## src/rtl/rtc_text_fmt_pkg.sv

```systemverilog
// Package rtc_disp_pkg: shared types and constants for the RTC text formatter.
//   - fmt_state_t      : render FSM states
//   - cell constants   : line bases and fixed cell positions in the 48-cell buffer
//   - ASCII constants  : glyphs used by the renderer
//   - timer_char()     : character n (0..4) of the "TIMER" banner
package rtc_disp_pkg;

    typedef enum logic [1:0] {
        ST_IDLE  = 2'd0,
        ST_SNAP  = 2'd1,
        ST_WRITE = 2'd2,
        ST_SWAP  = 2'd3
    } fmt_state_t;

    localparam int unsigned NUM_CELLS = 48;
    localparam logic [5:0]  LAST_CELL = 6'd47;

    // Line identifiers used while rendering
    localparam logic [1:0] LINE_TIME   = 2'd0;
    localparam logic [1:0] LINE_DATE   = 2'd1;
    localparam logic [1:0] LINE_CHRONO = 2'd2;

    localparam logic [5:0] LINE0_BASE = 6'd0;
    localparam logic [5:0] LINE1_BASE = 6'd16;
    localparam logic [5:0] LINE2_BASE = 6'd32;

    // Separator columns inside a "xx:xx:xx" group
    localparam logic [3:0] COL_SEP_A = 4'd2;
    localparam logic [3:0] COL_SEP_B = 4'd5;

    localparam logic [5:0] CELL_COLON_A     = LINE0_BASE + 6'(COL_SEP_A);
    localparam logic [5:0] CELL_COLON_B     = LINE0_BASE + 6'(COL_SEP_B);
    localparam logic [5:0] CELL_AM_PM       = LINE0_BASE + 6'd9;
    localparam logic [5:0] CELL_M           = LINE0_BASE + 6'd10;
    localparam logic [5:0] CELL_TIMER_FIRST = LINE2_BASE + 6'd9;
    localparam logic [5:0] CELL_TIMER_LAST  = LINE2_BASE + 6'd13;

    localparam logic [7:0] ASC_0     = 8'h30;
    localparam logic [7:0] ASC_COLON = 8'h3A;
    localparam logic [7:0] ASC_SLASH = 8'h2F;
    localparam logic [7:0] ASC_DASH  = 8'h2D;
    localparam logic [7:0] ASC_A     = 8'h41;
    localparam logic [7:0] ASC_P     = 8'h50;
    localparam logic [7:0] ASC_M     = 8'h4D;
    localparam logic [39:0] STR_TIMER = "TIMER";

    function automatic logic [7:0] timer_char(input logic [2:0] idx);
        logic [7:0] c;
        c = STR_TIMER[39:32];
        case (idx)
            3'd0:    c = STR_TIMER[39:32];
            3'd1:    c = STR_TIMER[31:24];
            3'd2:    c = STR_TIMER[23:16];
            3'd3:    c = STR_TIMER[15:8];
            default: c = STR_TIMER[7:0];
        endcase
        return c;
    endfunction

endpackage

```

## src/rtl/rtc_text_fmt_if.sv

```systemverilog
// Interface bundling the reader-side inputs and the display-side read port
// of rtc_text_fmt.
//   master : driver side (RTC reader + VGA text renderer)
//   slave  : the formatter itself
interface rtc_text_fmt_if;

    logic       upd;
    logic [7:0] hora;
    logic [7:0] min;
    logic [7:0] seg;
    logic [7:0] dia;
    logic [7:0] mes;
    logic [7:0] year;
    logic [7:0] horacrono;
    logic [7:0] mincrono;
    logic [7:0] segcrono;
    logic       AmPm;
    logic       timer;
    logic       blink_tick;
    logic [5:0] rd_addr;
    logic [7:0] rd_char;
    logic       busy;
    logic       frame_ready;
    logic       alarm;

    modport master (
        output upd, hora, min, seg, dia, mes, year,
               horacrono, mincrono, segcrono, AmPm, timer,
               blink_tick, rd_addr,
        input  rd_char, busy, frame_ready, alarm
    );

    modport slave (
        input  upd, hora, min, seg, dia, mes, year,
               horacrono, mincrono, segcrono, AmPm, timer,
               blink_tick, rd_addr,
        output rd_char, busy, frame_ready, alarm
    );

endinterface

```

## src/rtl/rtc_text_fmt_bcd_to_ascii.sv

```systemverilog
// bcd_to_ascii: converts one BCD nibble to its ASCII digit.
//   nibble : 4-bit BCD digit
//   ascii  : '0'..'9', or ERRCH when nibble > 9
module bcd_to_ascii
    import rtc_disp_pkg::*;
#(
    parameter logic [7:0] ERRCH = 8'h3F
) (
    input  logic [3:0] nibble,
    output logic [7:0] ascii
);

    assign ascii = (nibble > 4'd9) ? ERRCH : (ASC_0 + {4'h0, nibble});

endmodule

```

## src/rtl/rtc_text_fmt.sv

```systemverilog
// rtc_text_fmt: snapshots the RTC reader outputs and renders them into a
// double-banked 48-cell ASCII buffer (3 lines x 16 cells).
//   clock : system clock, rising edge
//   reset : asynchronous active-low reset
//   bus   : rtc_text_fmt_if.slave
//           in : upd, hora/min/seg, dia/mes/year, chrono fields, AmPm,
//                timer, blink_tick, rd_addr
//           out: rd_char (1-cycle latency), busy, frame_ready, alarm
//
// state    | meaning
// ---------+--------------------------------------------------------
// ST_IDLE  | waiting for an upd rising edge
// ST_SNAP  | latch all inputs into shadow registers
// ST_WRITE | render cells 0..47 into the inactive bank, one per cycle
// ST_SWAP  | flip active bank, pulse frame_ready, update alarm
module rtc_text_fmt
    import rtc_disp_pkg::*;
#(
    parameter logic [7:0] BLANK    = 8'h20,
    parameter logic [7:0] ERRCH    = 8'h3F,
    parameter bit         BLINK_EN = 1'b1
) (
    input logic           clock,
    input logic           reset,
    rtc_text_fmt_if.slave bus
);

    fmt_state_t state_q, state_d;
    logic       pending_q, pending_d;
    logic       snap_c, write_c, swap_c, busy_c;

    logic       upd_q;
    logic       upd_edge;

    logic [5:0] cell_q;
    logic       bank_q;
    logic       phase_q;
    logic       alarm_q;
    logic [7:0] rd_char_q;
    logic [7:0] rd_data_c;

    // Shadow snapshot; rendering reads only these
    logic       hour_inv_s;
    logic [5:0] hora_s;
    logic [7:0] min_s, seg_s, dia_s, mes_s, year_s;
    logic [5:0] hc_s;
    logic [7:0] mc_s, sc_s;
    logic       ampm_s, timer_s;

    logic [7:0] bank0 [0:NUM_CELLS-1];
    logic [7:0] bank1 [0:NUM_CELLS-1];

    logic [1:0] line_c;
    logic [3:0] col_c;
    logic [1:0] fsel_c;
    logic [7:0] field_c;
    logic [7:0] tens_chr, units_chr, digit_c, cell_chr;
    logic       is_tens_c;

    // Hour bit 6 and chrono-hour bits 7:6 carry no information
    logic unused_bits;
    assign unused_bits = ^{bus.hora[6], bus.horacrono[7:6]};

    assign upd_edge = bus.upd & ~upd_q;

    // ------------------------------------------------------------------
    // FSM
    // ------------------------------------------------------------------
    always_ff @(posedge clock or negedge reset) begin
        if (!reset) begin
            state_q   <= ST_IDLE;
            pending_q <= 1'b0;
        end else begin
            state_q   <= state_d;
            pending_q <= pending_d;
        end
    end

    always_comb begin
        state_d   = state_q;
        pending_d = pending_q;
        snap_c    = 1'b0;
        write_c   = 1'b0;
        swap_c    = 1'b0;
        busy_c    = 1'b1;
        case (state_q)
            ST_IDLE: begin
                busy_c = 1'b0;
                if (upd_edge || pending_q) begin
                    state_d   = ST_SNAP;
                    pending_d = 1'b0;
                end
            end
            ST_SNAP: begin
                snap_c  = 1'b1;
                state_d = ST_WRITE;
                if (upd_edge) pending_d = 1'b1;
            end
            ST_WRITE: begin
                write_c = 1'b1;
                if (upd_edge) pending_d = 1'b1;
                if (cell_q == LAST_CELL) state_d = ST_SWAP;
            end
            ST_SWAP: begin
                swap_c = 1'b1;
                // An edge arriving in the swap cycle itself must not be lost
                if (pending_q || upd_edge) begin
                    state_d   = ST_SNAP;
                    pending_d = 1'b0;
                end else begin
                    state_d = ST_IDLE;
                end
            end
            default: begin
                state_d   = ST_IDLE;
                pending_d = 1'b0;
            end
        endcase
    end

    // ------------------------------------------------------------------
    // Snapshot, cell counter, bank select, blink, alarm, read port
    // ------------------------------------------------------------------
    always_ff @(posedge clock or negedge reset) begin
        if (!reset) begin
            upd_q      <= 1'b0;
            cell_q     <= '0;
            bank_q     <= 1'b0;
            phase_q    <= 1'b1;
            alarm_q    <= 1'b0;
            rd_char_q  <= BLANK;
            hour_inv_s <= 1'b1;
            hora_s     <= '0;
            min_s      <= '0;
            seg_s      <= '0;
            dia_s      <= '0;
            mes_s      <= '0;
            year_s     <= '0;
            hc_s       <= '0;
            mc_s       <= '0;
            sc_s       <= '0;
            ampm_s     <= 1'b0;
            timer_s    <= 1'b0;
        end else begin
            upd_q     <= bus.upd;
            rd_char_q <= rd_data_c;
            if (bus.blink_tick) phase_q <= ~phase_q;
            if (snap_c) begin
                hour_inv_s <= bus.hora[7];
                hora_s     <= bus.hora[5:0];
                min_s      <= bus.min;
                seg_s      <= bus.seg;
                dia_s      <= bus.dia;
                mes_s      <= bus.mes;
                year_s     <= bus.year;
                hc_s       <= bus.horacrono[5:0];
                mc_s       <= bus.mincrono;
                sc_s       <= bus.segcrono;
                ampm_s     <= bus.AmPm;
                timer_s    <= bus.timer;
                cell_q     <= '0;
            end
            if (write_c) cell_q <= cell_q + 6'd1;
            if (swap_c) begin
                bank_q  <= ~bank_q;
                alarm_q <= timer_s;
            end
        end
    end

    // Render always targets the bank that is not being displayed
    always_ff @(posedge clock or negedge reset) begin
        if (!reset) begin
            for (int i = 0; i < NUM_CELLS; i++) begin
                bank0[i] <= BLANK;
                bank1[i] <= BLANK;
            end
        end else if (write_c) begin
            if (bank_q) bank0[cell_q] <= cell_chr;
            else        bank1[cell_q] <= cell_chr;
        end
    end

    always_comb begin
        rd_data_c = BLANK;
        if (bus.rd_addr <= LAST_CELL) begin
            rd_data_c = bank_q ? bank1[bus.rd_addr] : bank0[bus.rd_addr];
        end
        if (BLINK_EN && !phase_q &&
            (bus.rd_addr == CELL_COLON_A || bus.rd_addr == CELL_COLON_B)) begin
            rd_data_c = BLANK;
        end
    end

    // ------------------------------------------------------------------
    // Cell renderer
    // ------------------------------------------------------------------
    always_comb begin
        line_c = LINE_TIME;
        col_c  = 4'(cell_q - LINE0_BASE);
        if (cell_q >= LINE2_BASE) begin
            line_c = LINE_CHRONO;
            col_c  = 4'(cell_q - LINE2_BASE);
        end else if (cell_q >= LINE1_BASE) begin
            line_c = LINE_DATE;
            col_c  = 4'(cell_q - LINE1_BASE);
        end

        // Group 0 = cols 0-1, group 1 = cols 3-4, group 2 = cols 6-7
        fsel_c = 2'd0;
        if (col_c >= 4'd6)      fsel_c = 2'd2;
        else if (col_c >= 4'd3) fsel_c = 2'd1;

        field_c = 8'h00;
        case ({line_c, fsel_c})
            {LINE_TIME,   2'd0}: field_c = {2'b00, hora_s};
            {LINE_TIME,   2'd1}: field_c = min_s;
            {LINE_TIME,   2'd2}: field_c = seg_s;
            {LINE_DATE,   2'd0}: field_c = dia_s;
            {LINE_DATE,   2'd1}: field_c = mes_s;
            {LINE_DATE,   2'd2}: field_c = year_s;
            {LINE_CHRONO, 2'd0}: field_c = {2'b00, hc_s};
            {LINE_CHRONO, 2'd1}: field_c = mc_s;
            {LINE_CHRONO, 2'd2}: field_c = sc_s;
            default:             field_c = 8'h00;
        endcase
    end

    bcd_to_ascii #(.ERRCH(ERRCH)) u_tens (
        .nibble (field_c[7:4]),
        .ascii  (tens_chr)
    );

    bcd_to_ascii #(.ERRCH(ERRCH)) u_units (
        .nibble (field_c[3:0]),
        .ascii  (units_chr)
    );

    always_comb begin
        is_tens_c = (col_c == 4'd0) || (col_c == 4'd3) || (col_c == 4'd6);
        digit_c   = is_tens_c ? tens_chr : units_chr;

        cell_chr = BLANK;
        case (col_c)
            4'd0, 4'd1, 4'd3, 4'd4, 4'd6, 4'd7: cell_chr = digit_c;
            COL_SEP_A, COL_SEP_B:
                cell_chr = (line_c == LINE_DATE) ? ASC_SLASH : ASC_COLON;
            default: cell_chr = BLANK;
        endcase

        if (line_c == LINE_TIME && col_c <= 4'd1 && hour_inv_s) cell_chr = ASC_DASH;
        if (cell_q == CELL_AM_PM) cell_chr = hour_inv_s ? BLANK : (ampm_s ? ASC_P : ASC_A);
        if (cell_q == CELL_M)     cell_chr = hour_inv_s ? BLANK : ASC_M;
        if (timer_s && cell_q >= CELL_TIMER_FIRST && cell_q <= CELL_TIMER_LAST) begin
            cell_chr = timer_char(3'(cell_q - CELL_TIMER_FIRST));
        end
    end

    assign bus.rd_char     = rd_char_q;
    assign bus.busy        = busy_c;
    assign bus.frame_ready = swap_c;
    assign bus.alarm       = alarm_q;

endmodule

```

## src/flat_wrapper.sv

```systemverilog
// flat-port wrapper written by rule: the top's interface ports become plain ports
module rtc_text_fmt_flat import rtc_disp_pkg::*;
#(
    parameter logic [7:0] BLANK    = 8'h20,
    parameter logic [7:0] ERRCH    = 8'h3F,
    parameter bit         BLINK_EN = 1'b1
)
  (clock, reset, bus_upd, bus_hora, bus_min, bus_seg, bus_dia, bus_mes, bus_year, bus_horacrono, bus_mincrono, bus_segcrono, bus_AmPm, bus_timer, bus_blink_tick, bus_rd_addr, bus_rd_char, bus_busy, bus_frame_ready, bus_alarm);
  rtc_text_fmt_if bus_i ();
  input logic clock;
  input logic reset;
  input wire logic [$bits(bus_i.upd)-1:0] bus_upd;
  input wire logic [$bits(bus_i.hora)-1:0] bus_hora;
  input wire logic [$bits(bus_i.min)-1:0] bus_min;
  input wire logic [$bits(bus_i.seg)-1:0] bus_seg;
  input wire logic [$bits(bus_i.dia)-1:0] bus_dia;
  input wire logic [$bits(bus_i.mes)-1:0] bus_mes;
  input wire logic [$bits(bus_i.year)-1:0] bus_year;
  input wire logic [$bits(bus_i.horacrono)-1:0] bus_horacrono;
  input wire logic [$bits(bus_i.mincrono)-1:0] bus_mincrono;
  input wire logic [$bits(bus_i.segcrono)-1:0] bus_segcrono;
  input wire logic [$bits(bus_i.AmPm)-1:0] bus_AmPm;
  input wire logic [$bits(bus_i.timer)-1:0] bus_timer;
  input wire logic [$bits(bus_i.blink_tick)-1:0] bus_blink_tick;
  input wire logic [$bits(bus_i.rd_addr)-1:0] bus_rd_addr;
  output wire logic [$bits(bus_i.rd_char)-1:0] bus_rd_char;
  output wire logic [$bits(bus_i.busy)-1:0] bus_busy;
  output wire logic [$bits(bus_i.frame_ready)-1:0] bus_frame_ready;
  output wire logic [$bits(bus_i.alarm)-1:0] bus_alarm;
  assign bus_i.upd = bus_upd;
  assign bus_i.hora = bus_hora;
  assign bus_i.min = bus_min;
  assign bus_i.seg = bus_seg;
  assign bus_i.dia = bus_dia;
  assign bus_i.mes = bus_mes;
  assign bus_i.year = bus_year;
  assign bus_i.horacrono = bus_horacrono;
  assign bus_i.mincrono = bus_mincrono;
  assign bus_i.segcrono = bus_segcrono;
  assign bus_i.AmPm = bus_AmPm;
  assign bus_i.timer = bus_timer;
  assign bus_i.blink_tick = bus_blink_tick;
  assign bus_i.rd_addr = bus_rd_addr;
  assign bus_rd_char = bus_i.rd_char;
  assign bus_busy = bus_i.busy;
  assign bus_frame_ready = bus_i.frame_ready;
  assign bus_alarm = bus_i.alarm;
  rtc_text_fmt #(.BLANK(BLANK), .ERRCH(ERRCH), .BLINK_EN(BLINK_EN)) u_core (.clock(clock), .reset(reset), .bus(bus_i));
endmodule
```

## config.mk

```make
export PLATFORM = sky130hd
export DESIGN_NAME = rtc_text_fmt_flat
export DESIGN_NICKNAME = d
export VERILOG_FILES = /design/src/rtl/rtc_text_fmt_pkg.sv /design/src/rtl/rtc_text_fmt_if.sv /design/src/rtl/rtc_text_fmt_bcd_to_ascii.sv /design/src/rtl/rtc_text_fmt.sv /design/src/flat_wrapper.sv
export SDC_FILE = /design/constraint.sdc
export NUM_CORES = 1
export LEC_CHECK = 0
export CAP_MARGIN = 20
export CORE_UTILIZATION = 55
export DETAILED_ROUTE_END_ITERATION = 6
export HOLD_SLACK_MARGIN = 0.12
export PLACE_DENSITY = 0.79
export SYNTH_ARGS = -nofsm -noshare
export SYNTH_HDL_FRONTEND = slang
export SYNTH_HIERARCHICAL = 1
export SYNTH_SLANG_ARGS = --single-unit
```

## constraint.sdc

```tcl
create_clock -name clock -period 3.69 [get_ports clock]
set_input_delay 0.369 -clock clock [delete_from_list [all_inputs] [get_ports clock]]
set_output_delay 0.369 -clock clock [all_outputs]
set_load 0.01 [all_outputs]
```

==> flow_summary.toml <==
[run_status]
status = "finished, final reports clean"

[floorplanning]
dieHeight_microns = 264
rows = 95
die_x_microns = 264
die_area_sq_um = 69600
core-area_sq_um = 67500
io_pins = 95
start_util_pct = 55.8

[final_layout]
syn2layout_area_growth_pct = 14.2
final_area_sq_um = 43000
num-fill-cells = 4821
nNetsFinal = 3308
layout-drive-gt1-share_pct = 22.7
utilization_pct = 63.7

[cts]
cts_max_level = 3
path_clk_slew_ps = 60
cts-root-buf = "clkbuf_16"
cts_resized = 0
clockBufferDepth = 3
clkLatencyLatePin_ps = 640
cts_tree = "built"
clkSinkCount = 860
cts_inserted_buffers = 87

[routing]
avgRoutedWirePerCell_microns = 24.3
vias = 26139
drt-pass1-iter-count = 6
wirelength_microns = 101000
postRouteAntennaNets = 0
viasPerCell = 6.28
dr.first_iter.drc_count = 3058
post-route-drc-count = 0

[timing]
max_clock_freq_ghz = 0.293
finalCritPeriodShare_pct = 92.5
rsz0062_at_grt = "no"
maxSlewViolCount = 0
worst_pin_slew_ps = 945
hold_viol = 0
min_period_ps = 3410
skew_ps = 29.4
tns_ps = 0
slew_headroom_pct = 36.2
hold_slack_ps = 223
setup_violations = 0

[place]
io_buffers = 91
dp_hpwl_microns = 66100
place_area_sq_um = 39900
gp_congestion = 0.933

[global_routing]
antenna_found_initial = 5
grt_pass1_wl_microns = 159000
grt_pass1_vias = 27490
grt-ovfl-total = 0
grt_max_degree = 104
track_usage_pct = 29.9

[power]
leakage_nw = 19.4
pwr-share-clk_pct = 36.6
power.share.sequential_pct = 41.7
peakVddDrop_mv = 0.731
power_frac_comb_pct = 21.7
p_sw_share_pct = 30.5
internal_power_w = 0.0180
powerDensity_nw_per_um2 = 603
switchingPower_w = 0.00791

[logic_synthesis]
synth_seq_cells = 860
synth_cell_types = 73
syn_area_sq_um = 37700
synthCells = 3139
async_flop_share_pct = 100
yosysWarningCount = 6
seq_area_frac_synth_pct = 57.5
synthFlopType = "dfrtp_1"
synth_area_per_cell_sq_um = 12.0
synth-edff-count = 0

[worst_setup_path]
cp-start-kind = "flip-flop"
cp.required_ps = 4190
crit_arrival_ps = 3910
critPathMaxFanout = 17
endpoint_kind = "flip-flop"
criticalPathCategory = "reg2reg"
reg2reg_slack_ps = 280

[run]
maxCapViolCount = 0

[min_path]
hp-class = "in2reg"
==> sequential cells by signal, indices dropped and copies added, names as in the netlist <==
signal and count:
u_core/dia_s 8, u_core/bank_q 1, u_core/mc_s 8, u_core/bus.alarm 1, u_core/year_s 8, u_core/seg_s 8, u_core/mes_s 8, u_core/hc_s 6
u_core/state_q 2, u_core/bank0 384, u_core/timer_s 1, u_core/bank1 384, u_core/bus.rd_char 8, u_core/min_s 8, u_core/ampm_s 1, u_core/hora_s 6
u_core/upd_q 1, u_core/pending_q 1, u_core/phase_q 1, u_core/sc_s 8, u_core/cell_q 6, u_core/hour_inv_s 1
==> critical path, cell delays in order, from the launching register on <==
cell	delay, ps
dfrtp_1	360
buf_4	190
clkinv_1	280
ha_1	360
xnor2_1	150
o2111ai_2	450
o21ai_0	180
or2_4	300
o32a_2	630
mux2_2	360
==> cell usage after synthesis, drive strengths merged (3+ instances only) <==
cell type / number / share of area (%)
dfstp: 99 / 6.9
clkbuf: 141 / 1.4
buf: 81 / 1.3
ha: 11 / 0.37
mux4: 194 / 12
or2: 31 / 0.52
a21oi: 68 / 0.93
nand2b: 8 / 0.13
a2111oi: 3 / 0.070
nor2: 134 / 1.3
o21a: 4 / 0.080
nand2: 520 / 5.2
o221ai: 8 / 0.19
a221oi: 4 / 0.093
o31ai: 6 / 0.12
mux2: 148 / 4.4
a222oi: 8 / 0.21
nor4: 5 / 0.083
a22oi: 24 / 0.48
mux2i: 79 / 2.1
o22ai: 16 / 0.27
o21ai: 450 / 6.0
and2: 10 / 0.17
or3: 9 / 0.15
inv: 18 / 0.18
a21o: 4 / 0.080
nor3: 15 / 0.20
a211oi: 5 / 0.10
conb: 4 / 0.040
dfrtp: 761 / 51
a31oi: 9 / 0.17
nor2b: 203 / 3.4
nand3: 17 / 0.23
nand3b: 4 / 0.11
a211o: 5 / 0.12
==> power by group through the flow <==
stage,clock [W],sequential [W],combinational (W)
after detailed placement,0,0.0110,0.00538
after global placement,0,0.0109,0.00518
after global routing,0.00993,0.0109,0.00594
after CTS,0.00961,0.0108,0.00543
after floorplan,0,0.0108,0.00325
final,0.00949,0.0108,0.00563
==> through the flow <==
step           std cells  total power, W  worst slack [ps]
6_report            4160          0.0259               277
5_1_grt             4160          0.0268               144
4_1_cts             4158          0.0258               256
3_5_place_dp        3995          0.0163               319
3_3_place_gp        3995          0.0161               442
2_1_floorplan       3143          0.0140               682
==> path summary, 6_finish.rpt <==
| kind | depth (start not counted) | from | endpoint |
|---|---|---|---|
| max | 9 | u_core/cell_q[0] | u_core/bank0[312] |
| min | 1 | bus_upd | u_core/upd_q |
| max reg2reg | 9 | u_core/cell_q[0] | u_core/bank0[312] |
| min reg2reg | 2 | u_core/bank0[333] | u_core/bank0[333] |
| max in group asynchronous | 3 | reset | u_core/bank0[333] |
| min in group asynchronous | 2 | reset | u_core/bus.rd_char[2] |
==> cells by family after synthesis <==
family / after synthesis / synth area share (%)
AO/OA/AOI/OAI: 631 / 9.34
XOR/XNOR: 3 / 0.0698
adder cells (fa/ha/maj): 11 / 0.365
buffers and inverters: 241 / 2.87
flip-flops: 860 / 57.5
multiplexers: 421 / 18.1
other: 4 / 0.0398
AND/OR/NAND/NOR: 968 / 11.7
==> repair_timing <==
action	4_1_cts	5_1_grt
hold buffers	1	0
buffers inserted	0	0
hold endpoints to repair	73	0
==> final cells by class <==
type	instances	area (sq um)	area share, %
tap	873	1090	2.54
timing repair buffer	203	2030	4.73
inverter	19	71.3	0.166
clock buffer	130	2610	6.07
multi-input combinational	2042	15000	35.0
antenna	1	2.50	0.00582
sequential	860	21600	50.3
clock inverter	32	507	1.18
==> per-layer routing <==
layer / share of wire [%] / global-route usage (%)
met1: 38 / 39.5
met2: 47 / 46.8
met3: 8.6 / 6.25
met4: 5.7 / 15.7
met5: 0.040 / 0
==> cell usage in the layout, fill, tap and decap left out, types with 6 or more instances in the layout <==
master,netlist,routed
dfstp_2,99,99
nor2b_1,203,203
clkinv_2,0,10
clkbuf_1,135,19
mux2_2,148,148
nor3_1,15,15
o21ai_0,443,442
clkdlybuf4s50_1,0,87
a21oi_1,67,67
nand2b_1,8,8
o221ai_1,8,8
a22oi_1,24,24
conb_1,4,8
o22ai_1,16,16
or3_1,9,9
ha_1,11,10
mux4_2,194,194
mux2i_1,79,79
clkbuf_8,0,21
nand3_1,17,17
buf_4,21,90
nand2_1,520,520
or2_2,29,29
o21ai_1,6,6
dfrtp_1,761,761
nor2_1,134,134
clkbuf_16,0,90
buf_12,0,21
inv_1,18,18
bufinv_16,0,12
a222oi_1,8,8
a31oi_1,8,8
and2_1,10,10
(Power assumes the default switching activity.)
